**src/rtl/regfile_wb_arbiter_pkg.sv**
```systemverilog
// Shared sizing and requester numbering for the writeback arbiter.
package regfile_wb_arbiter_pkg;
  localparam int unsigned XLEN = 32;
  localparam int unsigned AW   = 5;
  localparam int unsigned NREQ = 3;

  localparam int unsigned REQ_ALU = 0;
  localparam int unsigned REQ_LSU = 1;
  localparam int unsigned REQ_MDU = 2;

  localparam int unsigned ZERO_REG = 0;
endpackage

```
**src/rtl/regfile_wb_arbiter_rr_arbiter.sv**
```systemverilog
// Round-robin arbiter: one-hot grant to the first requester after the last winner.
module rr_arbiter #(
  parameter int unsigned N  = 3,
  parameter int unsigned IW = (N > 1) ? $clog2(N) : 1
) (
  input  logic          clk,
  input  logic          rst_n,
  input  logic [N-1:0]  req,
  output logic [N-1:0]  gnt,
  output logic [IW-1:0] gnt_idx
);
  logic [IW-1:0] last;
  logic          found;
  int unsigned   idx;

  // Scan last+1 .. last+N (mod N) and grant the first active request.
  always_comb begin
    gnt     = '0;
    gnt_idx = '0;
    found   = 1'b0;
    idx     = 0;
    for (int unsigned k = 1; k <= N; k++) begin
      idx = (32'(last) + k) % N;
      if (!found && req[IW'(idx)]) begin
        gnt[IW'(idx)] = 1'b1;
        gnt_idx       = IW'(idx);
        found         = 1'b1;
      end
    end
  end

  // Any active request is accepted, so the pointer moves whenever one exists.
  always_ff @(posedge clk or negedge rst_n) begin
    if (!rst_n) begin
      last <= IW'(N - 1);
    end else if (|req) begin
      last <= gnt_idx;
    end
  end
endmodule

```
**src/rtl/regfile_wb_arbiter.sv**
```systemverilog
// Writeback arbiter: round-robin select, one-cycle write stage, pending-write scoreboard.
module regfile_wb_arbiter #(
  parameter int unsigned NREQ = regfile_wb_arbiter_pkg::NREQ,
  parameter int unsigned XLEN = regfile_wb_arbiter_pkg::XLEN,
  parameter int unsigned AW   = regfile_wb_arbiter_pkg::AW
) (
  input  logic                 clk,
  input  logic                 reset,
  input  logic [NREQ-1:0]      req_valid,
  output logic [NREQ-1:0]      req_ready,
  input  logic [NREQ*AW-1:0]   req_addr,
  input  logic [NREQ*XLEN-1:0] req_data,
  input  logic                 iss_valid,
  input  logic [AW-1:0]        iss_rd,
  output logic                 iss_ready,
  output logic [2**AW-1:0]     busy,
  output logic [AW-1:0]        wr_addr,
  output logic [XLEN-1:0]      wr_data,
  output logic                 RegWrite
);
  import regfile_wb_arbiter_pkg::*;

  localparam int unsigned IW = (NREQ > 1) ? $clog2(NREQ) : 1;

  logic [IW-1:0]     gnt_idx;
  logic              xfer;
  logic [AW-1:0]     sel_addr;
  logic [XLEN-1:0]   sel_data;
  logic [2**AW-1:0]  busy_nxt;

  rr_arbiter #(.N(NREQ), .IW(IW)) u_arb (
    .clk     (clk),
    .rst_n   (reset),
    .req     (req_valid),
    .gnt     (req_ready),
    .gnt_idx (gnt_idx)
  );

  assign xfer      = |req_valid;
  assign iss_ready = ~busy[iss_rd];

  // Mux the winning requester's address and data.
  always_comb begin
    sel_addr = '0;
    sel_data = '0;
    for (int unsigned i = 0; i < NREQ; i++) begin
      if (xfer && (IW'(i) == gnt_idx)) begin
        sel_addr = req_addr[i*AW +: AW];
        sel_data = req_data[i*XLEN +: XLEN];
      end
    end
  end

  // Write stage: register the winner; x0 updates addr/data but never enables the write.
  always_ff @(posedge clk or negedge reset) begin
    if (!reset) begin
      RegWrite <= 1'b0;
      wr_addr  <= '0;
      wr_data  <= '0;
    end else begin
      RegWrite <= xfer && (sel_addr != AW'(ZERO_REG));
      if (xfer) begin
        wr_addr <= sel_addr;
        wr_data <= sel_data;
      end
    end
  end

  // Scoreboard next state: clear on writeback, then set on issue so a same-edge set wins.
  always_comb begin
    busy_nxt = busy;
    if (xfer && (sel_addr != AW'(ZERO_REG))) begin
      busy_nxt[sel_addr] = 1'b0;
    end
    if (iss_valid && iss_ready && (iss_rd != AW'(ZERO_REG))) begin
      busy_nxt[iss_rd] = 1'b1;
    end
    busy_nxt[ZERO_REG] = 1'b0;
  end

  // Scoreboard register.
  always_ff @(posedge clk or negedge reset) begin
    if (!reset) begin
      busy <= '0;
    end else begin
      busy <= busy_nxt;
    end
  end
endmodule

```
**config.mk**
```make
export PLATFORM = sky130hd
export DESIGN_NAME = regfile_wb_arbiter
export DESIGN_NICKNAME = d
export VERILOG_FILES = /design/src/rtl/regfile_wb_arbiter_pkg.sv /design/src/rtl/regfile_wb_arbiter_rr_arbiter.sv /design/src/rtl/regfile_wb_arbiter.sv
export SDC_FILE = /design/constraint.sdc
export NUM_CORES = 1
export LEC_CHECK = 0
export BUFFER_PORTS_ARGS = -buffer_cell sky130_fd_sc_hd__buf_2
export CAP_MARGIN = 20
export CORE_ASPECT_RATIO = 1.5
export CORE_UTILIZATION = 48
export CTS_CLUSTER_DIAMETER = 40
export DETAILED_ROUTE_END_ITERATION = 8
export GPL_ROUTABILITY_DRIVEN = 0
export PLACE_DENSITY = 0.82
export SETUP_SLACK_MARGIN = 0.05
export SKIP_CTS_REPAIR_TIMING = 1
export SYNTH_ARGS = -nofsm -noshare
export SYNTH_HDL_FRONTEND = slang
export SYNTH_SLANG_ARGS = --single-unit
```
**constraint.sdc**
```tcl
create_clock -name clk -period 3.44 [get_ports clk]
set_clock_uncertainty 0.05 [all_clocks]
set_input_delay 0.86 -clock clk [delete_from_list [all_inputs] [get_ports clk]]
set_output_delay 0.86 -clock clk [all_outputs]
set_load 0.005 [all_outputs]
```
# Word level (Yosys, flattened, before mapping)
# Index checks and enable logic that the tools add are counted.
[totals]
register_bits = 71
latchBits = 0
ramBits = 0
romBits = 0
word_cells = 82
mem_count = 0
[classes]
add_sub_neg = 3
multipliers = 0
div_mod_pow = 3
n_lt_le_gt_ge = 10
eq_ne = 2
shift = 0
mux = 34
bitwise_logic = 6
n_reduce_logical = 19
[op_table]
columns = ["cell", "n"]
rows = [
  ["$mux W32", 5],
  ["$mod A32 B2 Y32 const B", 3],
  ["$and A32 B32 Y32", 1],
  ["$not A32 Y32", 1],
  ["$or A32 B32 Y32", 1],
  ["$mux W5", 3],
  ["$logic_and A1 B1 Y1", 13],
  ["$lt A5 B6 Y1 const B", 2],
  ["$mux W1", 11],
  ["$demux W1 S5", 2],
  ["$ge A5 B1 Y1 const B", 2],
  ["$reduce_bool A5 Y1", 2],
  ["$lt A2 B3 Y1 const B", 3],
  ["$mux W3", 3],
  ["$add A2 B2 Y3 const B", 2],
  ["$bmux W1 S2", 3],
  ["$demux W1 S2", 3],
  ["$ge A2 B1 Y1 const B", 3],
  ["$mux W2", 3],
  ["$or A3 B3 Y3", 2],
  ["$bmux W1 S5", 1],
  ["$add A2 B1 Y3 const B", 1],
  ["$reduce_or A3 Y1", 1],
  ["$eq A1 B2 Y1 const A", 1],
  ["4 further kinds", 5],
]

# Longest topological paths before layout
# Gate-level depths: netlist (run 1).
[depth]
depth_word = 25
depth_mapped = 13

# By module
# From an unflattened synthesis (run 1), not the netlist that was laid out.
[hier_totals]
cells_unflattened = 495
area_unflattened_um2 = 4446.8
[by_module_without_submodules]
columns = ["module", "n_inst", "cells_per_inst", "area_each_um2"]
rows = [
  ["regfile_wb_arbiter", 1, 452, 4115.2],
  ["rr_arbiter", 1, 43, 331.6],
]

# Least setup slack after synthesis (run 1)
# OpenSTA, ideal clock, no wires.
[synth_path]
path_kind = "in2out"
startpoint = "input port req_valid[2]"
endpoint = "output port req_ready[1]"
arrival_time_ps = 2286
setup_slack_ps = 244
stages = 8
path_buffers = 3
path_cell_list = "clkbuf_2 mux2i_1 nor2_2 o41ai_4 nor2_4 inv_2 buf_2 buf_2"
[synth_between]
elab_chain_len = 9
[synth_lines]
columns = ["element", "line_no", "text"]
rows = [
  ["from (decl)", "regfile_wb_arbiter.sv:9", "input logic [NREQ-1:0] req_valid,"],
  ["$bmux W1 S2", "regfile_wb_arbiter_rr_arbiter.sv:24", "if (!found && req[IW'(idx)]) begin"],
  ["$mux W1 (implied by the code)", "regfile_wb_arbiter_rr_arbiter.sv:24", ""],
  ["$mux W1", "regfile_wb_arbiter_rr_arbiter.sv:24", ""],
  ["$logic_not A1 Y1", "regfile_wb_arbiter_rr_arbiter.sv:24", ""],
  ["$logic_and A1 B1 Y1", "regfile_wb_arbiter_rr_arbiter.sv:24", ""],
  ["$mux W1", "regfile_wb_arbiter_rr_arbiter.sv:24", ""],
  ["$logic_not A1 Y1", "regfile_wb_arbiter_rr_arbiter.sv:24", ""],
  ["$logic_and A1 B1 Y1", "regfile_wb_arbiter_rr_arbiter.sv:24", ""],
  ["$mux W3 *", "regfile_wb_arbiter_rr_arbiter.sv:24", ""],
  ["to (decl)", "regfile_wb_arbiter.sv:10", "output logic [NREQ-1:0] req_ready,"],
]
# Every way passes the cells marked *; elsewhere a longest branch is shown, timed or not. The select of a mux whose other input is x is not followed.

# Worst setup path after layout (run 1)
[layout_path]
startpoint = "register u_arb.last[1]"
endpoint = "output port req_ready[1]"
[layout_between]
elab_chain_len = 11
[layout_lines]
columns = ["element", "line_no", "text"]
rows = [
  ["from (decl)", "regfile_wb_arbiter_rr_arbiter.sv:12", "logic [IW-1:0] last;"],
  ["from (signal assigned)", "regfile_wb_arbiter_rr_arbiter.sv:35", "last <= IW'(N - 1);"],
  ["from (signal assigned)", "regfile_wb_arbiter_rr_arbiter.sv:37", "last <= gnt_idx;"],
  ["$add A2 B1 Y3", "regfile_wb_arbiter_rr_arbiter.sv:23", "idx = (32'(last) + k) % N;"],
  ["$mod A32 B2 Y32", "regfile_wb_arbiter_rr_arbiter.sv:23", ""],
  ["$lt A2 B3 Y1 (implied by the code), or another cell as far along", "regfile_wb_arbiter_rr_arbiter.sv:25", "gnt[IW'(idx)] = 1'b1;"],
  ["$logic_and A1 B1 Y1 (implied by the code) / $mux W1 (equally long branches)", "regfile_wb_arbiter_rr_arbiter.sv:25, regfile_wb_arbiter_rr_arbiter.sv:24", ""],
  ["$mux W1, on equally long branches", "regfile_wb_arbiter_rr_arbiter.sv:25, regfile_wb_arbiter_rr_arbiter.sv:24", ""],
  ["$demux W1 S2 / $logic_not A1 Y1 (equally long branches)", "--", ""],
  ["$mux W3 / $logic_and A1 B1 Y1 (equally long branches)", "regfile_wb_arbiter_rr_arbiter.sv:24", ""],
  ["$or A3 B3 Y3 (no source line) / $mux W1 (equally long branches)", "--", ""],
  ["$mux W3 / $logic_not A1 Y1 (equally long branches)", "regfile_wb_arbiter_rr_arbiter.sv:24", ""],
  ["$or A3 B3 Y3 (no source line) / $logic_and A1 B1 Y1 (equally long branches)", "--", ""],
  ["$mux W3 *", "regfile_wb_arbiter_rr_arbiter.sv:24", ""],
]
# Marked as above.

==> results of run 1 <==
==> flip-flops by register name (all words and copies together), names as in the netlist <==
register    flops
RegWrite        1
busy           31
u_arb.last      2
wr_addr         5
wr_data        32
==> layout by cell type, fill, tap and decap left out, drive strengths merged, types with 2 or more instances in the layout <==
cell type,n
nor3,2
nor2b,5
nand3b,3
a21oi,3
inv,3
buf,222
o31a,7
clkbuf,14
nor3b,5
a221o,36
o31ai,32
nand2b,2
mux2i,4
nand2,115
ha,4
and3b,2
o21ai,4
a31oi,3
a221oi,5
dfrtp,70
mux4,7
and3,32
or3,2
nor4,6
a22oi,4
and2,2
a21boi,24
nand3,9
nor2,39
==> power groups by stage <==
stage	Clock (mW)	Sequential, mW	Combinational, mW
2_1_floorplan	0	1.50	1.90
3_3_place_gp	0	1.50	2.83
3_5_place_dp	0	1.53	2.94
4_1_cts	0.968	1.52	2.95
5_1_grt	1.00	1.57	3.31
6_report	0.955	1.52	3.00
==> final cells by class <==
cell class,instances,area share (%)
well taps,110,2.36
repair buffers,222,20.5
flip-flops and latches,71,30.5
clock buffers,14,4.70
inverters,4,0.279
clock inverters,2,0.644
multi-input cells,363,41.0
==> worst register-to-register path: stages (launching register included) <==
cell	delay (ns)
dfstp_2	0.54
inv_1	0.07
ha_1	0.26
mux2i_1	0.16
nor2_2	0.26
o41ai_4	0.13
buf_4	0.16
buf_4	0.13
nor4_1	0.48
a221o_1	0.25
nand3_1	0.18
a221o_1	0.39
==> cell families after synthesis <==
kind of cell,Yosys count,share of synthesized area [%]
DFF,71,41.1
muxes,11,4.66
and+or+nand+nor,227,25.2
adders and majority gates,4,1.16
buffers and inverters,38,3.93
other,1,0.0867
AOI/OAI and AO/OA,120,23.8
==> how the worst max path moves through the flow <==
stage                         to                       from
floorplan           req_ready[1]               req_valid[2]
global placement       iss_ready                  iss_rd[0]
detailed placement     iss_ready                  iss_rd[0]
CTS                 req_ready[1]  u_arb.last[1]$_DFFE_PN1P_
global route        req_ready[1]  u_arb.last[1]$_DFFE_PN1P_
finish              req_ready[1]  u_arb.last[1]$_DFFE_PN1P_
==> layer usage <==
metal  share of wire, %  vias to the layer above
met5                  0                        -
met3                9.8                       34
met2                 49                      246
li1                   -                     2135
met4                2.9                        0
met1                 38                     2098
==> cells in the mapped netlist (all sizes together) (3+ instances only) <==
cell type	n	area [µm²]
nand2	115	432
dfrtp	70	1750
nor2	39	156
a221o	36	360
and3	32	200
o31ai	32	240
a21boi	24	180
clkbuf	20	77.6
buf	14	77.6
nand3	9	45.0
mux4	7	158
o31a	7	61.3
nor4	6	65.1
a221oi	5	62.6
nor2b	5	31.3
nor3b	5	47.5
a22oi	4	30.0
ha	4	50.1
inv	4	15.0
mux2i	4	43.8
o21ai	4	20.0
a21oi	3	15.0
a31oi	3	18.8
nand3b	3	22.5
==> results_dict.tcl, run 1 <==
set metrics [dict create \
    status "complete, no violations" \
    switching_share_pct 41.1 \
    final_nets 797 \
    rsz0062_at_grt "true" \
    synthesis.instances 472 \
    r2r-end "busy[28]$_DFF_PN0_" \
    drv_slew 0 \
    path_class "flop to primary output" \
    synthesis.nets 598 \
    cap_violations 0 \
    io_buffer_count 194 \
    drt_iter0_markers 275 \
    synth-edff-count 0 \
    worstMarginPinSlew_ns 0.708 \
    r2r_cells 11 \
    cts_tree "done" \
    clock_power_share_pct 17.5 \
    hp-class "flop to flop" \
    fp.dieW_um 79.5 \
    cp-end-kind "primary output" \
    antenna_found_initial 0 \
    seqPwrFrac_pct 27.8 \
    drcViolationCount 0 \
    synth_seq_cells 71 \
    numCtsBuffers 9 \
    root_buffer "clkbuf_16" \
    worstPathArrival_ns 2.40 \
    grtUsageMet3_pct 6.64 \
    drive_gt1_share_pct 38.5 \
    crit_slowest_cell "dfstp_2" \
    grt_start_max_net_pins 75 \
    grt_busiest_layer "met2" \
    multi_input_area_mm2 0.00239 \
    insertedDiodeCount 0 \
    powerDensity_mw_per_mm2 939 \
    setup_violations 0 \
    viasPerCell 5.74 \
    clk_latency_ns 0.33 \
    fin_ws_ns 0.126 \
    p_int_mw 3.22 \
    fin_area_mm2 0.00583 \
    dpl.hpwl_mm 9.84 \
    worstHoldEndpoint "wr_data[2]$_DFFE_PN0P_" \
    post-route-util_pct 66.4 \
    wirelength_mm 12.9 \
    cts_sinks 71 \
    post-route-min-period_ns 3.31 \
    wl_per_cell_um 16.4 \
    max_stage_delay_ns 0.54 \
    tns_ns 0 \
    critPathLaunchType "flop" \
    crit_buf_inv 4 \
    grt_use_total_pct 28.0 \
    dp_cells 765 \
    cp.depth 9 \
    slew_headroom_pct 52.8 \
    std_cell_rows 42 \
    reg2reg_from "u_arb.last[1]$_DFFE_PN1P_" \
    leakagePower_nw 2.66 \
    async_flop_share_pct 100 \
    htree_levels 3 \
    io_pins 196 \
    whs_ns 0.422 \
    num_vias 4513 \
    max-vdd-ir-drop_mv 0.492 \
    n_fill_cell 716 \
    met2_usage_pct 46.9 \
    dieArea_mm2 0.00940 \
    area.growth.synth_to_final_pct 34.8 \
    pwr-share-comb_pct 54.8 \
    ys_seq_area_share_pct 41.1 \
    cpLargestDelayFamily "buffers and inverters" \
    synth.distinct_cells 48 \
    clk_pin_slew_worst_paths_ns 0.05 \
    holdPathStages 2 \
    ys.flop_type "dfrtp_1" \
    grt_pass1_vias 4330 \
    period_share_pct 96.3 \
    dr.pass1.iters 4 \
    grt_pass1_wl_mm 20.4 \
    regArea_mm2 0.00178 \
    grt_overflow 0 \
    power_mw 5.47 \
    crit_required_ns 2.53 \
    max_freq_mhz 302 \
    syn_area_mm2 0.00432 \
    min_from "wr_data[2]$_DFFE_PN0P_" \
    dpl-instance-area_mm2 0.00547 \
    pre_cts_slack_ns 0.157 \
    initial_core_util_pct 49.3 \
    crit_chain "inv_1 > ha_1 > mux2i_1 > nor2_2 > o41ai_4 > buf_4 > nor2_4 > clkinv_2 > buf_2" \
    path_max_fanout 12 \
    finalHoldViolCount 0 \
    instances_no_fill 786 \
    met1_usage_pct 33.2 \
    syn_avg_cell_area_um2 9.16 \
    r2r_setup_slack_ns 0.26 \
    core_area_mm2 0.00878 \
    synth_warnings 0 \
    cts_buffer_depth 2 \
    die_y_um 118 \
    p_switching_mw 2.25 \
    drtAntennaViolNets 0 \
]
No activity file was read; power rests on OpenSTA's default activity.
==> run 2, diff against run 1 <==
--- a/config.mk
+++ b/config.mk
@@ -7,12 +7,14 @@
 export LEC_CHECK = 0
 export BUFFER_PORTS_ARGS = -buffer_cell sky130_fd_sc_hd__buf_2
 export CAP_MARGIN = 20
+export CELL_PAD_IN_SITES_DETAIL_PLACEMENT = 1
+export CELL_PAD_IN_SITES_GLOBAL_PLACEMENT = 1
 export CORE_ASPECT_RATIO = 1.5
-export CORE_UTILIZATION = 48
+export CORE_UTILIZATION = 31
 export CTS_CLUSTER_DIAMETER = 40
 export DETAILED_ROUTE_END_ITERATION = 8
 export GPL_ROUTABILITY_DRIVEN = 0
-export PLACE_DENSITY = 0.82
+export PLACE_DENSITY = 0.78
 export SETUP_SLACK_MARGIN = 0.05
 export SKIP_CTS_REPAIR_TIMING = 1
 export SYNTH_ARGS = -nofsm -noshare
==> constraint.sdc (replaced) <==
create_clock -name clk -period 2.9 [get_ports clk]
set_clock_uncertainty 0.05 [all_clocks]
set_input_delay 0.725 -clock clk [delete_from_list [all_inputs] [get_ports clk]]
set_output_delay 0.725 -clock clk [all_outputs]
set_load 0.005 [all_outputs]
==> run 2 against run 1 <==
Net effect:
- core utilization down 17 points
- power grew 48%
- final area rose by 14%
- critical path type is now flop to flop
- the run now ends with DRC, setup timing left
- critical endpoint is now busy[20]$_DFF_PN0_
- die area up 54%
- first-iteration DRC count shrank 49%
- register-to-register slack worse by 0.46 ns
- highest routed layer unchanged
- non-clock buffer count rose by 47
- hold slack improved by 0.0048 ns
- flip-flop and latch count is the same
- wire length rose by 34%
- global-route usage decreased by 5.7 points
- combinational power grew 71%
==> results_dict.tcl, run 2 (synthesis gave the netlist of run 1 again) <==
set metrics [dict create \
    instances_no_fill 885 \
    dieArea_mm2 0.0144 \
    dpl.hpwl_mm 12.3 \
    final_cell_mix "buf_2 (191), nand2_1 (113), dfrtp_1 (70)" \
    switching_share_pct 42.5 \
    numCtsBuffers 9 \
    drtAntennaViolNets 0 \
    p_switching_mw 3.43 \
    finalHoldViolCount 0 \
    rsz0062_at_grt "true" \
    dr.pass1.iters 8 \
    worstMarginPinSlew_ns 0.924 \
    fin_area_mm2 0.00665 \
    max-vdd-ir-drop_mv 0.590 \
    grt_pass1_vias 5206 \
    final_nets 844 \
    hp-class "flop to flop" \
    area.growth.synth_to_final_pct 53.7 \
    max_stage_delay_ns 0.57 \
    wl_met1_mm 6.37 \
    fin_ws_ns -0.200 \
    drv_slew 0 \
    largest_reg_flops 32 \
    grt_start_max_net_pins 75 \
    viasPerCell 5.51 \
    powerDensity_mw_per_mm2 1220 \
    drt_iter0_markers 140 \
    status "complete, but fails checks" \
    topRoutingLayerUsed "met4" \
    regArea_mm2 0.00178 \
    setup_violations 35 \
    multi_input_area_mm2 0.00268 \
    n_fill_cell 1604 \
    fp.dieW_um 98.4 \
    leakagePower_nw 3.00 \
    cts_sinks 71 \
    crit_slowest_cell "dfstp_2" \
    clk_latency_ns 0.33 \
    pwr-share-comb_pct 63.5 \
    dp_cells 852 \
    path_class "flop to flop" \
    dpl-instance-area_mm2 0.00582 \
    num_vias 4877 \
    io_buffer_count 194 \
    antenna_found_initial 0 \
    grt_pass1_wl_mm 25.3 \
    met2_length_mm 9.10 \
    reg_top3 "wr_data x32, busy x31, wr_addr x5" \
    critPathLaunchType "flop" \
    worstPathArrival_ns 3.26 \
    post-route-min-period_ns 3.10 \
    path_max_fanout 9 \
    grt_use_total_pct 22.3 \
    initial_core_util_pct 32.0 \
    seqPwrFrac_pct 22.6 \
    routed-wl-met3_mm 1.25 \
    clock_power_share_pct 14.0 \
    wirelength_mm 17.2 \
    regMostFlops "wr_data" \
    cap_violations 0 \
    core_area_mm2 0.0135 \
    cts_tree "done" \
    p_int_mw 4.65 \
    tns_ns -3.88 \
    crit_chain "ha_4 > nor2b_4 > buf_6 > o2bb2ai_4 > nor4_4 > buf_4 > nor4_4 > a221o_1 > buf_12 > o31a_1 > a221o_1" \
    htree_levels 3 \
    period_share_pct 107 \
    wl_per_cell_um 19.5 \
    die_y_um 147 \
    mostFrequentLayoutCell "buf_2" \
    drive_gt1_share_pct 48.1 \
    io_pins 196 \
    violations "DRC, setup timing" \
    drcViolationCount 10 \
    cp-end-kind "flop" \
    insertedDiodeCount 0 \
    cts_buffer_depth 2 \
    crit_required_ns 3.06 \
    max_freq_mhz 323 \
    slew_headroom_pct 38.4 \
    std_cell_rows 52 \
    grt_overflow 0 \
    clk_pin_slew_worst_paths_ns 0.06 \
    root_buffer "clkbuf_16" \
    whs_ns 0.427 \
]
==> run 2: layer usage <==
layer | global-route usage, % | up-vias
li1 | - | 2234
met1 | 23.3 | 2375
met4 | 10.9 | 0
met5 | 0 | -
met2 | 40.9 | 233
met3 | 5.65 | 35
==> run 2: metrics by stage <==
step / utilization (%) / setup slack, ns / total power [mW]
floorplan: - / -0.0236 / 4.08
global placement: 43.0 / -0.192 / 5.61
detailed placement: 43.0 / -0.270 / 5.88
CTS: 45.2 / -0.341 / 7.05
global route: 49.1 / -0.278 / 8.59
finish: 49.1 / -0.200 / 8.08
==> run 2: path summary, 6_finish.rpt <==
kind | start | to | slack (ns) | depth (start not counted)
min in group asynchronous | reset | wr_addr[2]$_DFFE_PN0P_ | 0.49 | 1
max in group asynchronous | reset | wr_data[6]$_DFFE_PN0P_ | 1.72 | 1
hold reg to reg | wr_data[17]$_DFFE_PN0P_ | wr_data[17]$_DFFE_PN0P_ | 0.43 | 2
setup / recovery | u_arb.last[1]$_DFFE_PN1P_ | busy[20]$_DFF_PN0_ | -0.20 | 11
hold / removal | wr_data[17]$_DFFE_PN0P_ | wr_data[17]$_DFFE_PN0P_ | 0.43 | 2
setup reg to reg | u_arb.last[1]$_DFFE_PN1P_ | busy[20]$_DFF_PN0_ | -0.20 | 11
==> run 2: cell type report <==
cell class                      count  share of cell area, %
Multi-Input combinational cell    363                   40.4
Clock buffer                        9                   3.39
Tap cell                          162                   3.05
Inverter                            4                  0.226
Clock inverter                      7                   1.17
Timing Repair Buffer              269                   25.1
Sequential cell                    71                   26.7
==> run 2: power groups by stage <==
stage	registers [mW]	clock network, mW	logic, mW
after floorplan	1.78	0	2.29
after global placement	1.78	0	3.83
after detailed placement	1.82	0	4.06
after CTS	1.81	1.16	4.08
after global routing	1.89	1.20	5.51
final	1.82	1.13	5.13
==> run 2: worst max-delay path, delay by kind of cell (launching register included) <==
family	cells	cell delay [ns]
AOI/OAI and AO/OA	4	1.09
DFF	1	0.57
and+or+nand+nor	3	0.56
buffers and inverters	3	0.47
adders and majority gates	1	0.23
